`src/rtl/aes_key_expand.sv`:
```
// aes_key_expand - iterative AES-128 key-expansion engine.
//
// Turns a 128-bit cipher key into the round keys 0..ROUNDS and presents
// them one at a time on a valid/ready handshake. The next key is computed
// combinationally from the registered round key, so a key is produced every
// cycle while the consumer keeps key_ready high.
//
// Optional feature: define AES_KEY_STORE_EN to add an (ROUNDS+1) x KEY_SIZE
// store of every transferred round key with a registered read port, which
// lets the decrypt path replay the schedule in reverse order.
//
// Ports:
//   clk, rst_n   clock (rising edge), asynchronous active-low reset
//   start        request expansion of key_in (honoured only in IDLE)
//   key_in       cipher key, word w0 = [127:96]
//   busy         high while round keys are being presented
//   key_valid    round_key holds a valid round key
//   key_ready    consumer accepts round_key when high with key_valid
//   round_key    current round key
//   key_round    index of round_key
//   done         one-cycle pulse after the final transfer
//   rd_addr      store read index           (AES_KEY_STORE_EN only)
//   rd_key       stored round key, 1-cycle  (AES_KEY_STORE_EN only)
//   store_valid  all round keys stored      (AES_KEY_STORE_EN only)

// aes_sbox - AES forward S-box computed as GF(2^8) inverse plus affine map.
//   din   input byte
//   dout  substituted byte
module aes_sbox (
  input  logic [7:0] din,
  output logic [7:0] dout
);
  function automatic logic [7:0] gf_mul(input logic [7:0] a, input logic [7:0] b);
    logic [7:0] p;
    logic [7:0] t;
    p = '0;
    t = a;
    for (int i = 0; i < 8; i++) begin
      if (b[i]) p = p ^ t;
      t = {t[6:0], 1'b0} ^ (t[7] ? 8'h1b : 8'h00);
    end
    return p;
  endfunction

  // a^254 == a^-1 for a != 0, and maps 0 to 0 as the S-box requires.
  function automatic logic [7:0] gf_inv(input logic [7:0] a);
    logic [7:0] sq;
    logic [7:0] r;
    sq = a;
    r  = 8'h01;
    for (int i = 1; i < 8; i++) begin
      sq = gf_mul(sq, sq);
      r  = gf_mul(r, sq);
    end
    return r;
  endfunction

  logic [7:0] inv;

  assign inv  = gf_inv(din);
  assign dout = inv ^ {inv[6:0], inv[7]} ^ {inv[5:0], inv[7:6]} ^
                {inv[4:0], inv[7:5]} ^ {inv[3:0], inv[7:4]} ^ 8'h63;
endmodule

// rcon - round constant word for key-expansion round 1..ROUNDS.
//   round  expansion round index
//   rcon   round constant in the most significant byte, zeros below
module rcon #(
  parameter int WORD_SIZE = 32,
  parameter int ROUNDS    = 10
) (
  input  logic [$clog2(ROUNDS):0] round,
  output logic [WORD_SIZE-1:0]    rcon
);
  localparam int RW = $clog2(ROUNDS) + 1;

  logic [7:0] rc;

  always_comb begin
    rc = 8'h00;
    case (round)
      RW'(1):  rc = 8'h01;
      RW'(2):  rc = 8'h02;
      RW'(3):  rc = 8'h04;
      RW'(4):  rc = 8'h08;
      RW'(5):  rc = 8'h10;
      RW'(6):  rc = 8'h20;
      RW'(7):  rc = 8'h40;
      RW'(8):  rc = 8'h80;
      RW'(9):  rc = 8'h1b;
      RW'(10): rc = 8'h36;
      default: rc = 8'h00;
    endcase
  end

  assign rcon = {rc, {(WORD_SIZE-8){1'b0}}};
endmodule

module aes_key_expand #(
  parameter int ROUNDS    = 10,
  parameter int WORD_SIZE = 32,
  parameter int KEY_SIZE  = 128
) (
  input  logic                clk,
  input  logic                rst_n,
  input  logic                start,
  input  logic [KEY_SIZE-1:0] key_in,
  output logic                busy,
  output logic                key_valid,
  input  logic                key_ready,
  output logic [KEY_SIZE-1:0] round_key,
  output logic [3:0]          key_round,
  output logic                done
`ifdef AES_KEY_STORE_EN
  ,
  input  logic [3:0]          rd_addr,
  output logic [KEY_SIZE-1:0] rd_key,
  output logic                store_valid
`endif
);
  localparam int RW = $clog2(ROUNDS) + 1;

  typedef enum logic [1:0] {IDLE, RUN, FIN} state_t;

  state_t               state;
  state_t               state_nxt;
  logic                 xfer;
  logic                 last;
  logic [WORD_SIZE-1:0] w0, w1, w2, w3;
  logic [WORD_SIZE-1:0] rot, sub, rcon_word;
  logic [WORD_SIZE-1:0] n0, n1, n2, n3;
  logic [RW-1:0]        rcon_round;

  assign xfer = key_valid & key_ready;
  assign last = (key_round == 4'(ROUNDS));

  // Next-key datapath: one full expansion round from the registered key.
  assign {w0, w1, w2, w3} = round_key;
  assign rot        = {w3[23:0], w3[31:24]};
  assign rcon_round = RW'(key_round) + RW'(1);

  for (genvar b = 0; b < 4; b++) begin : g_sbox
    aes_sbox u_sbox (
      .din  (rot[8*b +: 8]),
      .dout (sub[8*b +: 8])
    );
  end

  rcon #(
    .WORD_SIZE (WORD_SIZE),
    .ROUNDS    (ROUNDS)
  ) u_rcon (
    .round (rcon_round),
    .rcon  (rcon_word)
  );

  assign n0 = w0 ^ sub ^ rcon_word;
  assign n1 = w1 ^ n0;
  assign n2 = w2 ^ n1;
  assign n3 = w3 ^ n2;

  // State register
  always_ff @(posedge clk or negedge rst_n) begin
    if (!rst_n) state <= IDLE;
    else        state <= state_nxt;
  end

  // Next-state logic
  always_comb begin
    state_nxt = state;
    case (state)
      IDLE:    if (start) state_nxt = RUN;
      RUN:     if (xfer && last) state_nxt = FIN;
      FIN:     state_nxt = IDLE;
      default: state_nxt = IDLE;
    endcase
  end

  // Outputs decoded from state; a key is presented for the whole of RUN.
  always_comb begin
    busy      = (state == RUN);
    key_valid = (state == RUN);
    done      = (state == FIN);
  end

  // Round key register: load on start, advance on each non-final transfer,
  // hold otherwise (covers consumer stalls of any length).
  always_ff @(posedge clk or negedge rst_n) begin
    if (!rst_n) begin
      round_key <= '0;
      key_round <= '0;
    end else if (state == IDLE && start) begin
      round_key <= key_in;
      key_round <= '0;
    end else if (state == RUN && xfer && !last) begin
      round_key <= {n0, n1, n2, n3};
      key_round <= key_round + 4'd1;
    end
  end

`ifdef AES_KEY_STORE_EN
  logic [KEY_SIZE-1:0] store [ROUNDS+1];

  always_ff @(posedge clk or negedge rst_n) begin
    if (!rst_n) begin
      for (int i = 0; i < ROUNDS + 1; i++) store[i] <= '0;
      rd_key      <= '0;
      store_valid <= 1'b0;
    end else begin
      if (state == RUN && xfer) store[key_round] <= round_key;
      rd_key <= (rd_addr <= 4'(ROUNDS)) ? store[rd_addr] : '0;
      // Rises together with done; a fresh start invalidates the old schedule.
      if (state == RUN && xfer && last)  store_valid <= 1'b1;
      else if (state == IDLE && start)   store_valid <= 1'b0;
    end
  end
`endif
endmodule

```
`config.mk`:
```
export PLATFORM = sky130hd
export DESIGN_NAME = aes_key_expand
export DESIGN_NICKNAME = d
export VERILOG_FILES = /design/src/rtl/aes_key_expand.sv
export SDC_FILE = /design/constraint.sdc
export NUM_CORES = 2
export LEC_CHECK = 0
export CAP_MARGIN = 20
export CORE_MARGIN = 2
export CORE_UTILIZATION = 40
export CTS_BUF_LIST = sky130_fd_sc_hd__clkbuf_16
export CTS_CLUSTER_SIZE = 30
export DETAILED_ROUTE_END_ITERATION = 7
export PLACE_DENSITY = 0.69
export SKIP_CTS_REPAIR_TIMING = 1
export SYNTH_ARGS = -nofsm -noshare
export SYNTH_HDL_FRONTEND = slang
export SYNTH_SLANG_ARGS = --single-unit
```
`constraint.sdc`:
```
create_clock -name clk -period 14.54 [get_ports clk]
set_clock_uncertainty 0.05 [all_clocks]
set_input_delay 2.181 -clock clk [delete_from_list [all_inputs] [get_ports clk]]
set_output_delay 2.181 -clock clk [all_outputs]
set_load 0.005 [all_outputs]
```
Yosys cells after proc, flatten, opt, wreduce, memory -nomap -nowiden

Memories as Yosys holds them, arrays and structs flattened.
Index checks and enable logic that the tools add are counted.

Eq/ne operators: 5
Bitwise logic cells: 782
Shifts and indexed selects: 0
Muxes and demuxes: 820
Reductions and logical operators: 8
$lt $le $gt $ge: 0
Multiply operators: 0
Divide/modulo/power cells: 0
Add/sub/neg operators: 2

Operators with widths:

| kind                                                                     | count |
|---|---|
| 8-bit XOR                                                                | 744 |
| 8-bit two-way mux                                                        | 421 |
| 5-bit two-way mux                                                        | 368 |
| 128-bit two-way mux                                                      | 2 |
| 32-bit XOR                                                               | 5 |
| 7-bit two-way mux                                                        | 4 |
| 1-bit inverter (first input constant)                                    | 28 |
| 4-bit two-way mux                                                        | 6 |
| 6-bit two-way mux                                                        | 4 |
| 4-bit inverter                                                           | 4 |
| 2-bit two-way mux                                                        | 6 |
| 3-bit two-way mux                                                        | 4 |
| 4-bit by 1-bit adder with 5-bit output (second input constant)           | 1 |
| 4-bit by 1-bit adder with 4-bit output (second input constant)           | 1 |
| 4-bit equality test (second input constant)                              | 1 |
| 1-bit logical AND                                                        | 4 |
| 1-bit two-way mux                                                        | 4 |
| 2-bit one-hot mux with 2 select lines                                    | 1 |
| 2-bit by 1-bit equality test with 1-bit output (second input constant)   | 1 |
| 2-bit equality test (second input constant)                              | 1 |
| 2-bit zero test                                                          | 1 |
| 2-bit by 1-bit inequality test with 1-bit output (second input constant) | 1 |
| 2-bit inequality test (second input constant)                            | 1 |
| 2-bit AND reduction                                                      | 1 |
| 3 further kinds                                                          | 3 |

Input bits: 132
Word-level logic and storage cells: 1621
Bits in writable memories: 0
Memory bits (read-only): 128
Latch bits: 0
Memories kept: 1
Register bits after elaboration: 134

Memory list:

| memory          | words | bits a word | rd ports | clocked after Yosys merged registers in | write ports | RTL line | RTL |
|---|---|---|---|---|---|---|---|
| (no name shown) | 16    | 8           | 1        | 0                                       | 0           | 81       | `case (round)` |

Longest topological paths before layout

Depth after elaboration: 139
Depth in mapped cells: 66
Depth with buffers taken out: 57

Hierarchy

A second synthesis with hierarchy kept.

Cells, all modules: 8548
Area total of the unflattened synthesis: 69091.3 µm²

By module, submodules not included:

| module         | area an instance (µm²) | cells each | sequential area each (µm²) | times used |
|---|---|---|---|---|
| aes_sbox       | 15220.8                | 1942       | 0.0                        | 4 |
| aes_key_expand | 7850.0                 | 733        | 3353.2                     | 1 |
| rcon           | 357.8                  | 47         | 0.0                        | 1 |

Least setup slack after synthesis

OpenSTA, ideal clock, no wires.

Path type: reg-to-reg
From: reg round_key[16]
To: reg round_key[58]
Period minus slack after synthesis: 15382 ps
Path slack: -842 ps
Buffers on the path: 10
Cell stages (with the launch flop): 63
Data required time: 14419 ps
Library setup time: 71 ps
Arrival time: 15262 ps
Cell sequence: dfrtp_1 ha_1 xnor2_1 xnor2_2 inv_1 buf_2 buf_1 buf_1 ha_1 inv_1 xnor3_1 a2111o_1 mux2_2 a21o_1 and2_0 clkbuf_1 ha_1 nand2_1 [27 not listed] a41o_1 a2111oi_0 xnor2_1 clkbuf_1 buf_1 clkbuf_1 a21oi_1 a2111oi_0 nor3_1 or3_1 clkbuf_1 a21oi_1 xnor2_1 xor3_1 xnor3_1 xor2_1 or3_1 nand4_1

Cells in the longest elaborated chain, start to end: 134

Ends and longest elaborated chain:

| element                      | RTL line | RTL |
|---|---|---|
| start: declaration           | 111      | `output logic [KEY_SIZE-1:0] round_key,` |
| start signal: assignment     | 193      | `round_key <= key_in;` |
| start signal: assignment     | 196      | `round_key <= {n0, n1, n2, n3};` |
| 8-bit two-way mux            | 39       | `if (b[i]) p = p ^ t;` |
| 8-bit XOR                    | 39       |  |
| 8-bit two-way mux            | 39       |  |
| 8-bit XOR                    | 39       |  |
| 8-bit two-way mux            | 39       |  |
| 8-bit XOR                    | 39       |  |
| 8-bit two-way mux            | 39       |  |
| 8-bit XOR                    | 39       |  |
| [115 not listed]             | --       |  |
| 8-bit two-way mux (*)        | 39       |  |
| 8-bit XOR (3 in series)      | 61       | `assign dout = inv ^ {inv[6:0], inv[7]} ^ {inv[5:0], inv[7:6]} ^` |
| 8-bit XOR (*)                | 62       | `{inv[4:0], inv[7:5]} ^ {inv[3:0], inv[7:4]} ^ 8'h63;` |
| 32-bit XOR (*) (2 in series) | 157      | `assign n0 = w0 ^ sub ^ rcon_word;` |
| 32-bit XOR (*)               | 158      | `assign n1 = w1 ^ n0;` |
| 32-bit XOR (*)               | 159      | `assign n2 = w2 ^ n1;` |
| 128-bit two-way mux (*)      | 195      | `end else if (state == RUN && xfer && !last) begin` |
| 128-bit two-way mux (*)      | 192      | `end else if (state == IDLE && start) begin` |

Every way passes the cells marked *; elsewhere a longest branch is shown, timed or not. The select of a mux whose other input is x is not followed.
A chain may end at the register's enable or synchronous reset.

Final worst setup path

From: reg round_key[8]
To: reg round_key[22]

Cells in the longest elaborated chain, start to end: 135

Ends and longest elaborated chain:

| element                      | RTL line | RTL |
|---|---|---|
| 8-bit two-way mux            | 39       |  |
| 8-bit XOR                    | 39       |  |
| 8-bit two-way mux            | 39       |  |
| 8-bit XOR                    | 39       |  |
| 8-bit two-way mux            | 39       |  |
| 8-bit XOR                    | 39       |  |
| 8-bit two-way mux            | 39       |  |
| 8-bit XOR                    | 39       |  |
| [118 not listed]             | --       |  |
| 8-bit XOR (*)                | 62       |  |
| 4-bit inverter (no line) (*) | --       |  |
| 32-bit XOR (*) (2 in series) | 157      |  |
| 32-bit XOR (*)               | 158      |  |
| 32-bit XOR (*)               | 159      |  |
| 32-bit XOR (*)               | 160      | `assign n3 = w3 ^ n2;` |
| 128-bit two-way mux (*)      | 195      |  |
| 128-bit two-way mux (*)      | 192      |  |

Marked as above.

==> results.json <==
{
  "grt_usage_pct": 27.5,
  "yosysTopAreaCellShare_pct": 22.2,
  "drv_cap": 0,
  "syn_area_per_cell_sq_um": 7.52,
  "overflow": 0,
  "fin_nets": 9939,
  "vias": 68700,
  "synthArstFlopShare_pct": 100,
  "htree_num_levels": 4,
  "area_growth_pct": 30.8,
  "crit_family": "XOR/XNOR gates",
  "synth-main-ff-cell": "dfrtp_1",
  "synthesis.area_sq_um": 64800,
  "wirelength_microns": 243000,
  "die_h_microns": 407,
  "critical_path_required_ps": 14860,
  "layout-drive-gt1-share_pct": 25.3,
  "clk_latency_ps": 510,
  "hold_slack_ps": 504,
  "synth_adder_area_share_pct": 0.525,
  "synth_most_common_cell": "xnor2_1",
  "synth_fp_nets": 8773,
  "initial_core_util_pct": 40.3,
  "ys_types": 114,
  "grt_pass1_wl_microns": 367000,
  "fin_ws_ps": 262,
  "die_x_microns": 407,
  "yosys.area_share.simple_pct": 19.7,
  "yosys-top-cells-area": "xnor2_1 (22%), xnor3_1 (12%), nor2_1 (6.7%)",
  "max_slew_margin_pct": 16.8,
  "dp_hpwl_microns": 183000,
  "via_per_inst": 5.74,
  "slowest_delay_ps": 500,
  "synthMuxAreaShare_pct": 4.20,
  "rsz0062_at_grt": "yes",
  "finalMaxSlewViolations": 0,
  "worst_pin_slew_ps": 1240,
  "drtAntennaViolNets": 0,
  "dieArea_sq_um": 165000,
  "crit_type": "reg2reg",
  "fmax_ghz": 0.0700,
  "path_clk_slew_ps": 80,
  "post_drt_wl_per_cell_microns": 20.3,
  "start_kind": "flop",
  "drtIter0Drc": 6780,
  "synth_warnings": 0,
  "syn_inst": 8617,
  "clockBufferDepth": 2,
  "cts.sinks": 134,
  "synth_edf_count": 0,
  "path_buf_inv": 11,
  "cp.arrival_ps": 14600,
  "drtPass1Iterations": 7,
  "hold_violations": 0,
  "end_kind": "flop",
  "synth_top_family_by_area": "XOR/XNOR gates",
  "synth_commonest_cells": "xnor2_1 (1,645), nor2_1 (1,165), nand2_1 (942), a21oi_1 (475), o21ai_0 (455)",
  "setup_violations": 0,
  "ios": 267,
  "cts_tree": "done",
  "yosysSeqAreaShare_pct": 5.17,
  "outcome": "completed",
  "crit_fanout": 8,
  "final_core_util_pct": 52.8,
  "grt_pass1_vias": 64000,
  "gp_congestion": 0.983,
  "rows": 147,
  "port_buffers": 266,
  "holdCritPathClass": "reg2reg",
  "synth_seq_cells": 134,
  "synth_compound_area_share_pct": 18.6,
  "drc": 0,
  "fp.coreArea_sq_um": 161000,
  "slowest_stage": "xor3_1",
  "cts_root_buf": "clkbuf_16",
  "numCtsBuffers": 17,
  "pre_cts_slack_ps": -806,
  "fin_crit_ps": 14280,
  "synth_top_area_cell": "xnor2_1",
  "synth_xor_area_share_pct": 47.0,
  "fin_crit_sh_pct": 98.2,
  "grt_max_degree": 76,
  "antenna_found_initial": 4,
  "crit_top_cell": "xnor2_1"
}
[metrics by stage]
step	TNS [ps]	cells	instance area [sq um]
6_report	0	12000	84800
5_1_grt	-6900	12000	84800
4_1_cts	-49510	11700	78500
3_5_place_dp	-38020	11700	77900
3_3_place_gp	-18820	11700	77900
2_1_floorplan	0	8617	65200
[layer usage]
metal | share of wire, % | GRT usage, % | vias to the layer above | wire [microns]
li1 | - | - | 32100 | -
met1 | 42 | 36.9 | 33000 | 101000
met2 | 46 | 44.8 | 3078 | 112000
met3 | 8.0 | 3.82 | 474 | 19300
met4 | 4.1 | 10.0 | 6 | 9840
met5 | 0.054 | 0 | - | 131
[worst register-to-register path, delay by kind of cell, from the launching register on]
| family | cells | cell delay [ps] |
|---|---|---|
| buffers and inverters | 11 | 1790 |
| muxes | 2 | 560 |
| AOI/OAI and AO/OA | 1 | 90 |
| and+or+nand+nor | 7 | 910 |
| xor gates and xnor gates | 38 | 9760 |
| adders and majority gates | 2 | 610 |
| DFF | 1 | 380 |
[flip-flops by register name, indices dropped and copies added (netlist names)]
name and flops:
key_round 4, state 2, round_key 128
[cells in the final DEF (no fill, tap or decap), types with 265 or more instances in the layout]
cell type	instances
nor2_1	1132
xor2_1	358
nand2_1	933
a21oi_1	450
buf_4	1386
o21ai_0	422
xnor2_1	1382
xnor2_2	294
xnor3_1	265
clkdlybuf4s50_1	265
[kinds of logic after synthesis]
family / Yosys count
simple gates: 2949
flops: 134
buf+inv: 727
mux: 263
compound gates: 1872
xor+xnor: 2644
fa+ha+maj: 28
[worst paths after layout]
| path | start | end | slack (ps) | cells after the start |
|---|---|---|---|---|
| worst max-delay path | round_key[8] | round_key[22] | 260 | 61 |
| worst min-delay path | round_key[43] | round_key[43] | 500 | 2 |
| worst max register to register | round_key[8] | round_key[22] | 260 | 61 |
| worst min register to register | round_key[43] | round_key[43] | 500 | 2 |
| max in group asynchronous | rst_n | round_key[27] | 11200 | 2 |
| min in group asynchronous | rst_n | round_key[19] | 1660 | 1 |
[final cells by class]
class / instances / area [sq um]
Fill cell: 15100 / 76000
Antenna cell: 1 / 2.50
Timing Repair Buffer: 1755 / 14600
Inverter: 117 / 459
Clock inverter: 15 / 205
Sequential cell: 134 / 3360
Tap cell: 2160 / 2700
Multi-Input combinational cell: 7758 / 63100
Clock buffer: 17 / 425
Power is not shown: default switching activity piles up to over one toggle a cycle in this logic, so the estimate is an artifact.
